`src/rtl/kypd_event_queue.sv`:
```
// kypd_event_queue: debounced 5x5 keypad scanner feeding a first-word-fall-through event FIFO.
// Accepted state changes are latched as pending bits and then drained into the FIFO, lowest index first.

module kypd_debounce #(
    parameter int N              = 25,
    parameter int STABLE_SAMPLES = 3
) (
    input  logic         clk,
    input  logic         rstn,
    input  logic [N-1:0] btn_in,
    input  logic         btn_ready,
    output logic [N-1:0] pressed,
    output logic [N-1:0] change
);
    localparam logic [2:0] STABLE = 3'(STABLE_SAMPLES);

    logic [N-1:0]       raw_last;
    logic [N-1:0]       raw_nxt;
    logic [N-1:0]       pressed_nxt;
    logic [N-1:0][2:0]  stab_cnt;
    logic [N-1:0][2:0]  cnt_nxt;

    always_comb begin
        raw_nxt     = raw_last;
        pressed_nxt = pressed;
        cnt_nxt     = stab_cnt;
        change      = '0;
        for (int i = 0; i < N; i++) begin
            if (btn_ready) begin
                if (btn_in[i] == raw_last[i]) begin
                    cnt_nxt[i] = (stab_cnt[i] >= STABLE) ? STABLE
                                                         : stab_cnt[i] + 3'd1;
                end else begin
                    raw_nxt[i] = btn_in[i];
                    cnt_nxt[i] = 3'd1;
                end
                // Accept the candidate once it has been seen enough times in a row
                if (cnt_nxt[i] == STABLE && raw_nxt[i] != pressed[i]) begin
                    change[i]      = 1'b1;
                    pressed_nxt[i] = raw_nxt[i];
                end
            end
        end
    end

    always_ff @(posedge clk) begin
        if (!rstn) begin
            raw_last <= '0;
            pressed  <= '0;
            for (int i = 0; i < N; i++) begin
                stab_cnt[i] <= STABLE;
            end
        end else begin
            raw_last <= raw_nxt;
            pressed  <= pressed_nxt;
            stab_cnt <= cnt_nxt;
        end
    end
endmodule

module kypd_fifo #(
    parameter int W     = 6,
    parameter int DEPTH = 8,
    parameter int AW    = 3
) (
    input  logic         clk,
    input  logic         rstn,
    input  logic         push,
    input  logic [W-1:0] din,
    input  logic         pop,
    output logic [W-1:0] dout,
    output logic         full,
    output logic         empty,
    output logic [AW:0]  count
);
    logic [W-1:0]  mem [DEPTH];
    logic [AW-1:0] wptr;
    logic [AW-1:0] rptr;

    assign full  = (count == (AW+1)'(DEPTH));
    assign empty = (count == '0);
    assign dout  = empty ? '0 : mem[rptr];

    always_ff @(posedge clk) begin
        if (push) begin
            mem[wptr] <= din;
        end
    end

    always_ff @(posedge clk) begin
        if (!rstn) begin
            wptr  <= '0;
            rptr  <= '0;
            count <= '0;
        end else begin
            if (push) begin
                wptr <= (wptr == AW'(DEPTH-1)) ? '0 : wptr + 1'b1;
            end
            if (pop) begin
                rptr <= (rptr == AW'(DEPTH-1)) ? '0 : rptr + 1'b1;
            end
            unique case (1'b1)
                push && !pop: count <= count + 1'b1;
                pop && !push: count <= count - 1'b1;
                default:      count <= count;
            endcase
        end
    end
endmodule

module kypd_event_queue #(
    parameter int STABLE_SAMPLES  = 3,
    parameter int FIFO_DEPTH      = 8,
    parameter int FIFO_DEPTH_LOG2 = 3
) (
    input  logic                     clk,
    input  logic                     rstn,
    input  logic [24:0]              btn_in,
    input  logic                     btn_ready,
    output logic [5:0]               evt_data,
    output logic                     evt_valid,
    input  logic                     evt_ready,
    output logic [24:0]              pressed,
    output logic [FIFO_DEPTH_LOG2:0] fifo_count,
    output logic                     overflow,
    input  logic                     clr_overflow
);
    logic [24:0] change;
    logic [24:0] pending;
    logic [24:0] pending_base;
    logic [24:0] drain_mask;
    logic [4:0]  sel;
    logic        found;
    logic        push;
    logic        pop;
    logic        full;
    logic        empty;
    logic        ovf_set;
    logic [5:0]  push_data;

    kypd_debounce #(
        .N              (25),
        .STABLE_SAMPLES (STABLE_SAMPLES)
    ) u_deb (
        .clk       (clk),
        .rstn      (rstn),
        .btn_in    (btn_in),
        .btn_ready (btn_ready),
        .pressed   (pressed),
        .change    (change)
    );

    always_comb begin
        sel   = '0;
        found = 1'b0;
        for (int i = 0; i < 25; i++) begin
            if (!found && pending[i]) begin
                sel   = 5'(i);
                found = 1'b1;
            end
        end
    end

    // Fullness is judged on the registered count, so a pop cannot free a slot for this cycle
    assign push       = found && !full;
    assign pop        = !empty && evt_ready;
    assign push_data  = {pressed[sel], sel};
    assign drain_mask = push ? (25'd1 << sel) : '0;

    // A second change before the first was queued cancels both
    assign pending_base = pending & ~drain_mask;
    assign ovf_set      = |(change & pending_base);

    always_ff @(posedge clk) begin
        if (!rstn) begin
            pending  <= '0;
            overflow <= 1'b0;
        end else begin
            pending <= pending_base ^ change;
            if (ovf_set) begin
                overflow <= 1'b1;
            end else if (clr_overflow) begin
                overflow <= 1'b0;
            end
        end
    end

    kypd_fifo #(
        .W     (6),
        .DEPTH (FIFO_DEPTH),
        .AW    (FIFO_DEPTH_LOG2)
    ) u_fifo (
        .clk   (clk),
        .rstn  (rstn),
        .push  (push),
        .din   (push_data),
        .pop   (pop),
        .dout  (evt_data),
        .full  (full),
        .empty (empty),
        .count (fifo_count)
    );

    assign evt_valid = !empty;
endmodule
```
`config.mk`:
```
export PLATFORM = sky130hd
export DESIGN_NAME = kypd_event_queue
export DESIGN_NICKNAME = d
export VERILOG_FILES = /design/src/rtl/kypd_event_queue.sv
export SDC_FILE = /design/constraint.sdc
export NUM_CORES = 1
export LEC_CHECK = 0
export CAP_MARGIN = 10
export CORE_ASPECT_RATIO = 0.6
export CORE_MARGIN = 2
export CORE_UTILIZATION = 50
export DETAILED_ROUTE_END_ITERATION = 12
export PLACE_DENSITY_LB_ADDON = 0.25
export SYNTH_ARGS = -nofsm -noshare
export SYNTH_HDL_FRONTEND = slang
export SYNTH_HIERARCHICAL = 1
export SYNTH_SLANG_ARGS = --single-unit
```
`constraint.sdc`:
```
create_clock -name clk -period 3.7 [get_ports clk]
set_clock_uncertainty 0.15 [all_clocks]
set_input_delay 0.925 -clock clk [delete_from_list [all_inputs] [get_ports clk]]
set_output_delay 0.925 -clock clk [all_outputs]
set_load 0.01 [all_outputs]
```
== Word level (Yosys, flattened, before mapping) ==
Memory sizes are Yosys's and may differ from the RTL's. A register that Yosys moved wholly into a read port is not among the register bits.
Cells that the tools add are included.

* Logic and storage cells: 542
* Output and inout port bits: 37
* RAM bits: 48
* Input port bits: 30
* Memories kept: 1
* Flip-flop bits (word level): 161

{| class="wikitable"
|+ Memories
! memory !! depth !! bits a word !! read ports !! clocked after Yosys merged registers in !! write ports !! line !! source
|-
| u_fifo.mem || 8 || 6 || 1 || 1 || 1 || 76 || <nowiki>logic [W-1:0] mem [DEPTH];</nowiki>
|}

* Equal/unequal tests: 78
* $lt $le $gt $ge: 26
* $add $sub $neg: 29
* Reductions and logical operators: 110
* Bitwise operators: 4
* Shifts and indexed selects: 1
* Multiplexer cells: 237

{| class="wikitable"
|+ Operators by type and width
! cell !! count
|-
| $mux 3 || 79
|-
| $mux 1 || 131
|-
| $mux 5 || 23
|-
| $add 3x1->3 const B || 27
|-
| $eq 3x2->1 const B || 25
|-
| $ge 3x2->1 const B || 25
|-
| $logic_and 1x1->1 || 53
|-
| $and 25x25->25 || 2
|-
| $reduce_and 2->1 || 25
|-
| $logic_not 1->1 || 28
|-
| $eq 1x1->1 || 25
|-
| $mux 25 || 1
|-
| $ne 1x1->1 || 25
|-
| $not 25->25 || 1
|-
| $reduce_or 25->1 || 1
|-
| $shl 1x5->25 const A || 1
|-
| $xor 25x25->25 || 1
|-
| $pmux 4 s2 || 1
|-
| $eq 3x3->1 const B || 2
|-
| $lt 5x6->1 const B || 1
|-
| $mux 6 || 1
|-
| $bmux 1 s5 || 1
|-
| $add 4x1->4 const B || 1
|-
| $eq 4x4->1 const B || 1
|-
| 3 further kinds || 4
|}

== Longest topological paths before layout ==
Gate-level depths: netlist of the first run.

* Depth after elaboration: 80
* Mapped depth: 13
* Gate-level depth less buffers: 13

== Hierarchy ==
The synthesis of the first run kept the hierarchy.

{| class="wikitable"
|+ By module, submodules not included
! module !! area each (um2) !! cells an instance !! sequential area each (um2) !! times used
|-
| kypd_debounce || 7269.5 || 811 || 2502.4 || 1
|-
| kypd_fifo || 2507.4 || 151 || 1701.6 || 1
|-
| kypd_event_queue || 1958.1 || 230 || 520.5 || 1
|}

== Worst setup path after synthesis of the first run ==
Ideal clock, no wire load.

* Path type: register to register
* From: register pending[0]
* To: register overflow
* Path slack: 0.649 ns
* Setup time: 0.115 ns
* Path buffers: 2
* Clock period less this slack: 3.051 ns
* Data required time: 3.435 ns
* Cell stages (with the launch flop): 13
* Arrival time: 2.786 ns
* Cells stage by stage: dfxtp_1 > nor4_4 > nand2_2 > or4_4 > and4_4 > buf_6 > buf_2 > nor2_1 > a21boi_0 > ha_1 > nor4_1 > nand4_1 > o21a_1

* Longest elaborated chain between the ends: 80
* Elaborated cells between the ends (all ways): 106
* Those cells by class: shift (1); mux (51); bitwise (3); reduce/logical (51)

{| class="wikitable"
|+ Ends and longest elaborated chain
! element !! line !! source
|-
| from (decl) || 129 || <nowiki>logic [24:0] pending;</nowiki>
|-
| from (signal assigned) || 179 || <nowiki>pending <= pending_base ^ change;</nowiki>
|-
| $mux 1 || 157 || <nowiki>if (!found && pending[i]) begin</nowiki>
|-
| $logic_not 1->1 || 157 ||
|-
| $logic_and 1x1->1 || 157 ||
|-
| $mux 1 || 157 ||
|-
| $logic_not 1->1 || 157 ||
|-
| $logic_and 1x1->1 || 157 ||
|-
| $mux 1 || 157 ||
|-
| $logic_not 1->1 || 157 ||
|-
| [... 64 more ...] || n/a ||
|-
| $mux 5 or $mux 1 (tied branches) || 157 ||
|-
| $shl 1x5->25 or $logic_and 1x1->1 (tied branches) || 168, 165 ||
|-
| $mux 25 || 168 || <nowiki>assign drain_mask = push ? (25'd1 << sel) : '0;</nowiki>
|-
| $not 25->25 || 171 || <nowiki>assign pending_base = pending & ~drain_mask;</nowiki>
|-
| $and 25x25->25 * || 171 ||
|-
| $and 25x25->25 * || 172 || <nowiki>assign ovf_set = |(change & pending_base);</nowiki>
|-
| $reduce_or 25->1 * || 172 ||
|-
| $mux 1 or $reduce_bool 2->1 (tied branches) || n/a ||
|-
| to (signal assigned) || 177 || <nowiki>overflow <= 1'b0;</nowiki>
|-
| to (signal assigned) || 181 || <nowiki>overflow <= 1'b1;</nowiki>
|-
| to (signal assigned) || 183 || <nowiki>overflow <= 1'b0;</nowiki>
|-
| to (decl) || 125 || <nowiki>output logic overflow,</nowiki>
|}

Mark *: on every way between the ends. The rest lies on a longest branch, timed or not.
A chain may end at the register's enable or synchronous reset.

==> run_results.csv, run 1 <==
group,metric,value,unit
floorplanning,start_util,50.84,%
pwr,cellPowerDensity,551.0,mW/mm2
synthesis,avgSynthCellArea,9.845,um2
setup_path,reg2reg_depth,11,
setup_path,worstReg2RegEnd,"overflow",
pwr,leakagePower,5.898,nW
drt,wl,26350,um
min_path,hold_path_depth,1,
timing,setup_violations,0,
setup_path,cp.arrival,2.47,ns
clock_network,cts_tree,"done",
clock_network,cts.htree.levels,1,
status,outcome,"completed",
grt,antenna_found_initial,0,
grt,grt_first_pass_wirelength,42690,um
drt,wire_per_inst,16.50,um
final_layout,area_growth,15.74,%
final_layout,diodes,0,
place,port_buffers,66,
setup_path,r2r_slack,0.17,ns
drt,num_vias,8973,
timing,rsz0062_at_grt,"no",
setup_path,cp_max_fo,12,
setup_path,critical_path_class,"reg2out",
timing,setup-tns-final,0,ns
drt,drtIter0Drc,598,
synthesis,ys_ff_latch,212,
min_path,hp-class,"reg2reg",
drt,drcViolationCount,0,
timing,hold_viol,0,
floorplanning,die_w,201.8,um
clock_network,cts_sinks,212,
pwr,vdd_drop_max,316.6,uV
floorplanning,die-area,0.02475,mm2
place,dp_hpwl,18920,um
floorplanning,rows,43,
setup_path,cp-start-kind,"flop",
final_layout,mostFrequentLayoutCell,"dfxtp_1",
synthesis,synth_ff_type,"dfxtp_1",
clock_network,clockBufferDepth,3,
grt,grt_pass1_vias,8214,
timing,hold_slack,0.3562,ns
setup_path,critPathMaxStageDelay,0.58,ns
timing,tightest_slew,0.7462,ns
setup_path,crit_family,"multiplexers",
drt,dr.pass1.iters,5,
synthesis,ys_async_sr_fraction,0,%
drt,via_per_inst,5.619,
min_path,min_to,"u_deb/raw_last[24]",
setup_path,slowest_stage,"mux4_1",
setup_path,r2r-start,"pending[0]",
grt,track_usage,21.37,%
setup_path,crit_path_end_kind,"output port",
setup_path,path_cells,"buf_4 -> mux4_1 -> mux2i_1 -> nor2_1 -> clkdlybuf4s50_1",
grt,grt_max_degree,60,
synthesis,synth_edf_count,48,
final_layout,nets,1428,
floorplanning,coreArea,0.02308,mm2
floorplanning,ios,67,
timing,fmax,0.2820,GHz
timing,post-route-min-period,3.547,ns
grt,globalRouteOverflowTotal,0,
clock_network,cts_root_buf,"clkbuf_16",
run,drv_cap,0,
setup_path,cp_num_buf_inv,2,
floorplanning,die_y,122.7,um
final_layout,final_cell_mix,"164 x dfxtp_1, 132 x ha_1, 124 x nand2_1",
synthesis,netlist_area,0.01174,mm2
place,place_congestion,0.8961,
clock_network,cts_inserted_buffers,22,
final_layout,layout-drive-gt1-share,7.176,%
clock_network,clkLatencyLatePin,0.51,ns
timing,fin_crit_sh,95.86,%
timing,slew_viol_final,0,
synthesis,seq_area_frac_synth,40.26,%
clock_network,clk_pin_slew_worst_paths,0.06,ns
synthesis,ys_warn_count,6,
min_path,worstHoldStart,"u_deb/raw_last[24]",
timing,maxSlewHeadroom,50.07,%
synthesis,ys_types,61,
drt,antenna_left,0,
synthesis,syn_inst,1192,
setup_path,cp.required,2.62,ns
synthesis,synthesis.nets,1354,
cell type report:
type	instances	area [um2]
Multi-Input combinational cell	848	6457
Inverter	86	324.1
Timing Repair Buffer	96	918.4
Tap cell	315	394.1
Clock buffer	26	586.8
Clock inverter	14	176.4
Fill cell	1966	9499
Sequential cell	212	4725
through the flow:
step           power (W)  instances  area (um2)  setup WS (ns)  util (%)
2_1_floorplan   0.004380       1192       11740         0.6491         -
6_report        0.007483       1597       13580         0.1533     58.84
5_1_grt         0.007884       1597       13580       0.009229     58.84
4_1_cts         0.007519       1597       13580        0.09226     58.82
3_5_place_dp    0.005155       1557       12810         0.2660     55.51
3_3_place_gp    0.005109       1557       12810         0.2868     55.51
synth_stat cells, types with 4 or more instances:
cell type	n	area, um2
edfxtp_1	48	1441
o221ai_1	22	192.7
mux4_2	10	225.2
ha_1	132	1652
nand2b_1	11	68.82
and2_1	51	319.1
o32ai_1	24	210.2
o21a_1	7	52.55
xor2_1	25	219.0
nor2b_1	7	43.79
nand2_1	124	465.5
buf_2	29	145.1
o21bai_1	22	165.2
nand3b_1	4	30.03
inv_1	83	311.6
nor4_1	6	37.54
nor3_1	6	30.03
a21boi_0	18	135.1
nand3_1	26	130.1
mux2i_1	42	420.4
nor2_1	111	416.7
a21oi_1	9	45.04
a211oi_1	6	45.04
dfxtp_1	164	3283
clkbuf_1	12	45.04
a32oi_1	5	43.79
nand4b_1	4	35.03
o22ai_1	24	150.1
o21ai_0	32	160.2
and3b_1	23	201.4
o211a_1	25	250.2
a211o_1	26	227.7
timing repair:
action,in CTS,in global routing
buffers inserted,0,0
hold endpoints to repair,0,0
setup endpoints to repair,0,1
hold buffers,0,0
gates resized for setup,0,1
per-layer routing:
metal  share of wire, %  track usage (%)  vias to the layer above
met5                  0                0                        -
met4                1.9            4.412                        0
met3                6.0            3.691                       43
met2                 40            31.25                      207
met1                 52            32.80                     4260
li1                   -                -                     4463
cell families after synthesis:
| group | Yosys count | share of synthesized area (%) |
|---|---|---|
| simple gates | 393 | 16.92 |
| compound gates | 241 | 15.94 |
| flops | 212 | 40.26 |
| buf+inv | 132 | 4.766 |
| fa+ha+maj | 132 | 14.07 |
| mux | 54 | 5.949 |
| xor+xnor | 28 | 2.090 |
where the power goes:
part           total, W  switching, W  internal [W]  leakage (nW)
clock           0.00235      0.000932       0.00142         0.375
combinational   0.00216       0.00122      0.000947          3.73
sequential      0.00297      0.000211       0.00276          1.79
flip-flops by register name, summed over array words and instances (netlist names), named ones only:
| signal | count |
|---|---|
| u_deb/stab_cnt | 75 |
| u_fifo/mem | 48 |
| pending | 25 |
| u_deb/pressed | 25 |
| u_deb/raw_last | 25 |
| u_fifo/count | 4 |
| u_fifo/rptr | 3 |
| u_fifo/wptr | 3 |
| overflow | 1 |
worst max-delay path by stage:
stage                     from     endpoint  slack [ns]  depth (start not counted)
detailed placement  pending[0]     overflow        0.27                         11
global route              flop  evt_data[0]       0.009                          5
floorplan           pending[0]     overflow        0.65                         12
CTS                       flop  evt_data[0]        0.09                          5
finish                    flop  evt_data[0]        0.15                          5
global placement    pending[0]     overflow        0.29                         11
No activity file was read; power rests on OpenSTA's default activity.
==> run 2, diff against run 1 <==
--- a/config.mk
+++ b/config.mk
@@ -8,7 +8,7 @@
 export CAP_MARGIN = 10
 export CORE_ASPECT_RATIO = 0.6
 export CORE_MARGIN = 2
-export CORE_UTILIZATION = 50
+export CORE_UTILIZATION = 60
 export DETAILED_ROUTE_END_ITERATION = 12
 export PLACE_DENSITY_LB_ADDON = 0.25
 export SYNTH_ARGS = -nofsm -noshare
==> run_results.csv, run 2 (synthesized netlist as in run 1, its figures left out) <==
group,metric,value,unit
drt,via_per_inst,5.857,
grt,grt_pass1_vias,8379,
clock_network,cts_root_buf,"clkbuf_16",
clock_network,cts_inserted_buffers,20,
status,outcome,"completed",
final_layout,largest_reg_flops,75,
floorplanning,die_w,184.5,um
grt,grt_first_pass_wirelength,41950,um
timing,rsz0062_at_grt,"no",
drt,wl,25640,um
clock_network,clk_pin_slew_worst_paths,0.06,ns
clock_network,cts_resized,0,
final_layout,reg.largest.list,"u_deb/stab_cnt x75, u_fifo/mem x48",
grt,globalRouteOverflowTotal,0,
grt,track_usage,24.97,%
setup_path,slowest_stage,"mux4_1",
final_layout,multiInputGateArea,0.006451,mm2
final_layout,layout-drive-gt1-share,6.436,%
clock_network,clkLatencyLatePin,0.50,ns
floorplanning,die-area,0.02073,mm2
timing,fmax,0.2855,GHz
min_path,hold_path_depth,1,
timing,post-route-min-period,3.503,ns
final_layout,fin_cells,1540,
clock_network,cts_sinks,212,
setup_path,critPathMaxStageDelay,0.60,ns
timing,fin_crit_sh,94.67,%
place,place_congestion,0.9066,
pwr,total_power,0.007240,W
final_layout,mostFrequentLayoutCell,"dfxtp_1",
drt,drtIter0Drc,729,
setup_path,path_cells,"buf_4 -> mux4_1 -> mux2i_1 -> nor2_1 -> clkdlybuf4s50_1",
clock_network,clockBufferDepth,3,
floorplanning,rows,39,
final_layout,diodes,0,
pwr,cellPowerDensity,541.4,mW/mm2
clock_network,ctsHoldBuffers,0,
timing,hold_viol,0,
min_path,worstHoldStart,"u_deb/raw_last[20]",
drt,dr.pass1.iters,5,
drt,drcViolationCount,0,
min_path,min_to,"u_deb/raw_last[20]",
timing,slew_viol_final,0,
setup_path,reg2reg_depth,10,
floorplanning,coreArea,0.01908,mm2
timing,setup_violations,0,
clock_network,post_cts_buffers,0,
pwr,leakagePower,5.811,nW
drt,wire_per_inst,16.65,um
final_layout,fin_util,70.08,%
setup_path,r2r-start,"pending[1]",
final_layout,final_cell_mix,"164 x dfxtp_1, 132 x ha_1, 124 x nand2_1",
setup_path,critical_path_class,"reg2out",
final_layout,regMostFlops,"u_deb/stab_cnt",
final_layout,nets,1422,
grt,antenna_found_initial,0,
timing,tightest_slew,0.8514,ns
setup_path,crit_path_end_kind,"output port",
setup_path,cp-start-kind,"flop",
drt,num_vias,9020,
timing,maxSlewHeadroom,42.77,%
clock_network,cts.htree.levels,1,
place,port_buffers,66,
setup_path,cp.required,2.62,ns
pwr,vdd_drop_max,362.7,uV
floorplanning,die_y,112.3,um
setup_path,cp.arrival,2.43,ns
place,dp_hpwl,18420,um
clock_network,cts_tree,"done",
grt,grt_max_degree,122,
place,dp.cells,1504,
min_path,hp-class,"reg2reg",
setup_path,cp_max_fo,12,
run,drv_cap,0,
final_layout,regArea,0.004725,mm2
final_layout,final.fill_count,1409,
setup_path,worstReg2RegEnd,"u_fifo/mem[0][5]",
timing,setup-tns-final,0,ns
floorplanning,ios,67,
drt,antenna_left,0,
final_layout,area_growth,13.95,%
setup_path,r2r_slack,0.22,ns
floorplanning,start_util,61.51,%
-- run 2: changes by cell type in the layout (fill, tap and decap cells not counted), sizes merged --
cell      previous run  this run
inv                 83        84
clkbuf              26        25
clkinv              11         7
clkinvlp             2         4
bufinv               4         2
buf                 32        28
-- run 2: worst max-delay path, delay by kind of cell, from the launching register on --
kind                   cells  cell delay, ns
AND/OR/NAND/NOR            1            0.06
buffers and inverters      2            0.77
flip-flops                 1            0.32
multiplexers               2            0.78
-- run 2: power by group --
| part | total (W) | internal (W) | switching (W) | leakage, nW |
|---|---|---|---|---|
| Clock | 0.00210 | 0.00119 | 0.000907 | 0.313 |
| Sequential | 0.00297 | 0.00276 | 0.000212 | 1.79 |
| Combinational | 0.00217 | 0.000942 | 0.00123 | 3.71 |
| Total | 0.00724 | 0.00489 | 0.00235 | 5.81 |
-- run 2: how the worst max path moves through the flow --
stage,from,end,slack (ns),cells past startpoint
after floorplan,pending[0],overflow,0.65,12
after global placement,btn_in[20],overflow,0.37,9
after detailed placement,btn_in[20],overflow,0.32,9
after CTS,flop,evt_data[5],0.15,5
after global routing,pending[1],u_fifo/mem[7][5],0.008,8
final,flop,evt_data[5],0.20,5
-- run 2: metal layers --
| layer | part of all wire [%] | global-route usage, % | vias up |
|---|---|---|---|
| met5 | 0 | 0 | - |
| met4 | 0.91 | 3.893 | 0 |
| met3 | 7.3 | 5.256 | 19 |
| met2 | 43 | 37.97 | 270 |
| met1 | 49 | 37.30 | 4274 |
| li1 | - | - | 4457 |
-- run 2: area by class of cell --
class / count / share of cell area, %
clock inverter: 11 / 0.9170
multi-input combinational: 848 / 48.25
sequential: 212 / 35.33
timing repair buffer: 92 / 6.550
clock buffer: 25 / 4.042
inverter: 86 / 2.424
tap: 266 / 2.489
-- run 2: through the flow --
| stage | cell area, um2 | setup WS, ns | hold slack (ns) |
|---|---|---|---|
| 2_1_floorplan | 11740 | 0.6491 | 0.3286 |
| 3_3_place_gp | 12710 | 0.3695 | 0.3378 |
| 3_5_place_dp | 12710 | 0.3212 | 0.3503 |
| 4_1_cts | 13370 | 0.1465 | 0.3660 |
| 5_1_grt | 13370 | 0.007950 | 0.3792 |
| 6_report | 13370 | 0.1971 | 0.3616 |
==> run 3, diff against run 2 <==
--- a/config.mk
+++ b/config.mk
@@ -8,10 +8,10 @@
 export CAP_MARGIN = 10
 export CORE_ASPECT_RATIO = 0.6
 export CORE_MARGIN = 2
-export CORE_UTILIZATION = 60
+export CORE_UTILIZATION = 50
+export CTS_CLUSTER_SIZE = 28
 export DETAILED_ROUTE_END_ITERATION = 12
 export PLACE_DENSITY_LB_ADDON = 0.25
 export SYNTH_ARGS = -nofsm -noshare
 export SYNTH_HDL_FRONTEND = slang
-export SYNTH_HIERARCHICAL = 1
 export SYNTH_SLANG_ARGS = --single-unit
==> run_results.csv, run 3 <==
group,metric,value,unit
status,outcome,"finished, violations left",
status,violations,"negative setup slack",
place,place_congestion,0.9416,
final_layout,nets,1497,
timing,fin_crit_sh,101.8,%
floorplanning,ios,67,
floorplanning,coreArea,0.02308,mm2
grt,track_usage,21.97,%
grt,globalRouteOverflowTotal,0,
drt,drtIter0Drc,591,
synthesis,ys_ff_latch,212,
pwr,vdd_drop_max,429.8,uV
timing,setup_violations,1,
setup_path,reg2reg_depth,12,
setup_path,cp-endpoint,"overflow",
timing,tightest_slew,0.6930,ns
grt,grt_pass1_vias,8625,
pwr,leakagePower,5.361,nW
grt,grt-busiest-layer,"met1",
setup_path,crit_path_end_kind,"flop",
synthesis,syn_inst,1236,
clock_network,clkLatencyLatePin,0.51,ns
pwr,cellPowerDensity,536.7,mW/mm2
setup_path,cp.arrival,4.02,ns
synthesis,synthesis.nets,1399,
final_layout,reg.largest.list,"u_deb.stab_cnt x75, u_fifo.mem x48",
synthesis,synth_ff_type,"dfxtp_1",
final_layout,fin_util,59.61,%
timing,slew_viol_final,0,
drt,antenna_left,0,
timing,fmax,0.2655,GHz
final_layout,mostFrequentLayoutCell,"dfxtp_1",
grt,use_met2,32.72,%
final_layout,diodes,0,
final_layout,regMostFlops,"u_deb.stab_cnt",
timing,hold_viol,0,
timing,fin_ws,-0.06681,ns
final_layout,layout-drive-gt1-share,10.61,%
clock_network,cts_root_buf,"clkbuf_16",
clock_network,cts_inserted_buffers,21,
setup_path,critical_path_class,"reg2reg",
final_layout,final.fill_count,1898,
floorplanning,die-area,0.02474,mm2
clock_network,clk_pin_slew_worst_paths,0.06,ns
drt,wire_per_inst,16.09,um
grt,grt_first_pass_wirelength,44060,um
run,drv_cap,0,
clock_network,cts_sinks,212,
timing,post-route-min-period,3.767,ns
place,port_buffers,66,
min_path,hp-class,"reg2reg",
clock_network,cts.htree.levels,1,
final_layout,area_growth,17.32,%
synthesis,ys_types,56,
timing,rsz0062_at_grt,"yes",
final_layout,multiInputGateArea,0.006476,mm2
final_layout,final_cell_mix,"163 x dfxtp_1, 132 x ha_1, 111 x nand2_1",
final_layout,largest_reg_flops,75,
drt,wl,26750,um
clock_network,ctsHoldBuffers,0,
synthesis,yosysTopAreaCellShare,28.00,%
synthesis,ys_top_cells_by_area,"dfxtp_1 28%, ha_1 14%, edfxtp_1 12%",
place,postPlaceCellArea,0.01299,mm2
synthesis,avgSynthCellArea,9.488,um2
setup_path,worstReg2RegEnd,"overflow",
synthesis,seq_area_frac_synth,40.29,%
synthesis,synth_most_common_cell,"dfxtp_1",
drt,num_vias,9190,
min_path,hold_path_depth,2,
setup_path,cp.required,3.95,ns
drt,via_per_inst,5.526,
drt,drcViolationCount,0,
setup_path,r2r_slack,-0.07,ns
floorplanning,die_w,201.7,um
synthesis,synth_top_cell_by_area,"dfxtp_1",
setup_path,r2r-start,"pending[4]",
final_layout,fin_area,0.01376,mm2
floorplanning,die_y,122.6,um
timing,maxSlewHeadroom,53.80,%
floorplanning,start_util,50.81,%
setup_path,cp_max_fo,6,
grt,met3_usage,3.850,%
grt,gr-usage-met1,33.26,%
grt,antenna_found_initial,0,
setup_path,critPathLaunch,"pending[4]",
synthesis,netlist_area,0.01173,mm2
synthesis,ys_async_sr_fraction,0,%
synthesis,synth_edf_count,48,
final_layout,regArea,0.004726,mm2
synthesis,yosys-top-cells-count,"164 x dfxtp_1, 132 x ha_1, 111 x nand2_1",
grt,grt_max_degree,90,
drt,dr.pass1.iters,5,
place,dp_hpwl,19380,um
synthesis,ys_warn_count,0,
clock_network,clockBufferDepth,3,
floorplanning,rows,43,
setup_path,cp-start-kind,"flop",
clock_network,cts_tree,"done",
==> run 3: changes by cell type in the layout (fill, tap and decap cells not counted), sizes merged, moves of 26 or more <==
cell,delta
nor2,-59
nand4,+26
a21oi,+48
o21ai,+53
buf,+29
nor2b,+29
==> run 3: worst min path at each step <==
stage | from | end | slack (ns)
after floorplan | u_deb.stab_cnt[35] | u_deb.stab_cnt[35] | 0.31
final | u_deb.stab_cnt[35] | u_deb.stab_cnt[35] | 0.34
after detailed placement | u_deb.stab_cnt[8] | u_deb.stab_cnt[8] | 0.33
after global routing | u_deb.stab_cnt[17] | u_deb.stab_cnt[17] | 0.36
after CTS | u_deb.stab_cnt[20] | u_deb.stab_cnt[20] | 0.34
after global placement | u_deb.stab_cnt[17] | u_deb.stab_cnt[17] | 0.32
==> run 3: area by class of cell <==
| class | count | area share (%) |
|---|---|---|
| clock buffers | 26 | 4.174 |
| clock inverters | 11 | 1.155 |
| inverters | 95 | 2.592 |
| multi-input cells | 883 | 47.07 |
| flip-flops and latches | 212 | 34.35 |
| well taps | 315 | 2.865 |
| repair buffers | 121 | 7.794 |
==> run 3: kinds of logic (layout without fill, tap and decap cells) <==
family,Yosys count,count (layout),share of synthesized area [%]
adder cells (fa/ha/maj),133,133,14.25
XOR/XNOR,28,28,2.091
AO/OA/AOI/OAI,226,226,11.73
AND/OR/NAND/NOR,431,431,20.07
buffers and inverters,141,253,4.748
flip-flops,212,212,40.29
multiplexers,65,65,6.828
==> run 3: stage by stage <==
step                std cells  power, W   TNS, ns  hold slack (ns)  setup slack [ns]
floorplan                1236  0.004221         0           0.3085            0.1550
global placement         1626  0.005057         0           0.3226           0.04215
detailed placement       1626  0.005092         0           0.3281          0.002199
CTS                      1663  0.007407         0           0.3406          0.006668
global route             1663  0.007781   -0.1129           0.3559          -0.09621
finish                   1663  0.007384  -0.06681           0.3363          -0.06681
==> run 3: critical path, cell delays in order, from the launching register on <==
cell,delay (ns)
dfxtp_1,0.31
or4_1,0.58
or4_4,0.55
or4_1,0.48
and3_4,0.19
clkinv_1,0.12
nand3_2,0.16
nor2_1,0.15
nor2_1,0.06
ha_1,0.18
nor4_1,0.37
nand4_1,0.16
o21a_1,0.21
==> run 3: power breakdown <==
part | switching [W] | total (W) | internal, W | leakage, nW
Combinational | 0.00119 | 0.00220 | 0.00101 | 3.21
Sequential | 0.000185 | 0.00289 | 0.00271 | 1.79
Clock | 0.000912 | 0.00229 | 0.00138 | 0.360
==> run 3: timing repair <==
item	4_1_cts	5_1_grt
setup buffers	0	0
endpoints found under the setup margin	1	14
gates resized for setup	2	4
hold endpoints to repair	0	0
==> run 3: per-layer routing <==
| metal | vias to the layer above | share of wire (%) |
|---|---|---|
| li1 | 4588 | - |
| met1 | 4342 | 51 |
| met2 | 219 | 40 |
| met3 | 41 | 6.4 |
| met4 | 0 | 2.0 |
| met5 | - | 0 |
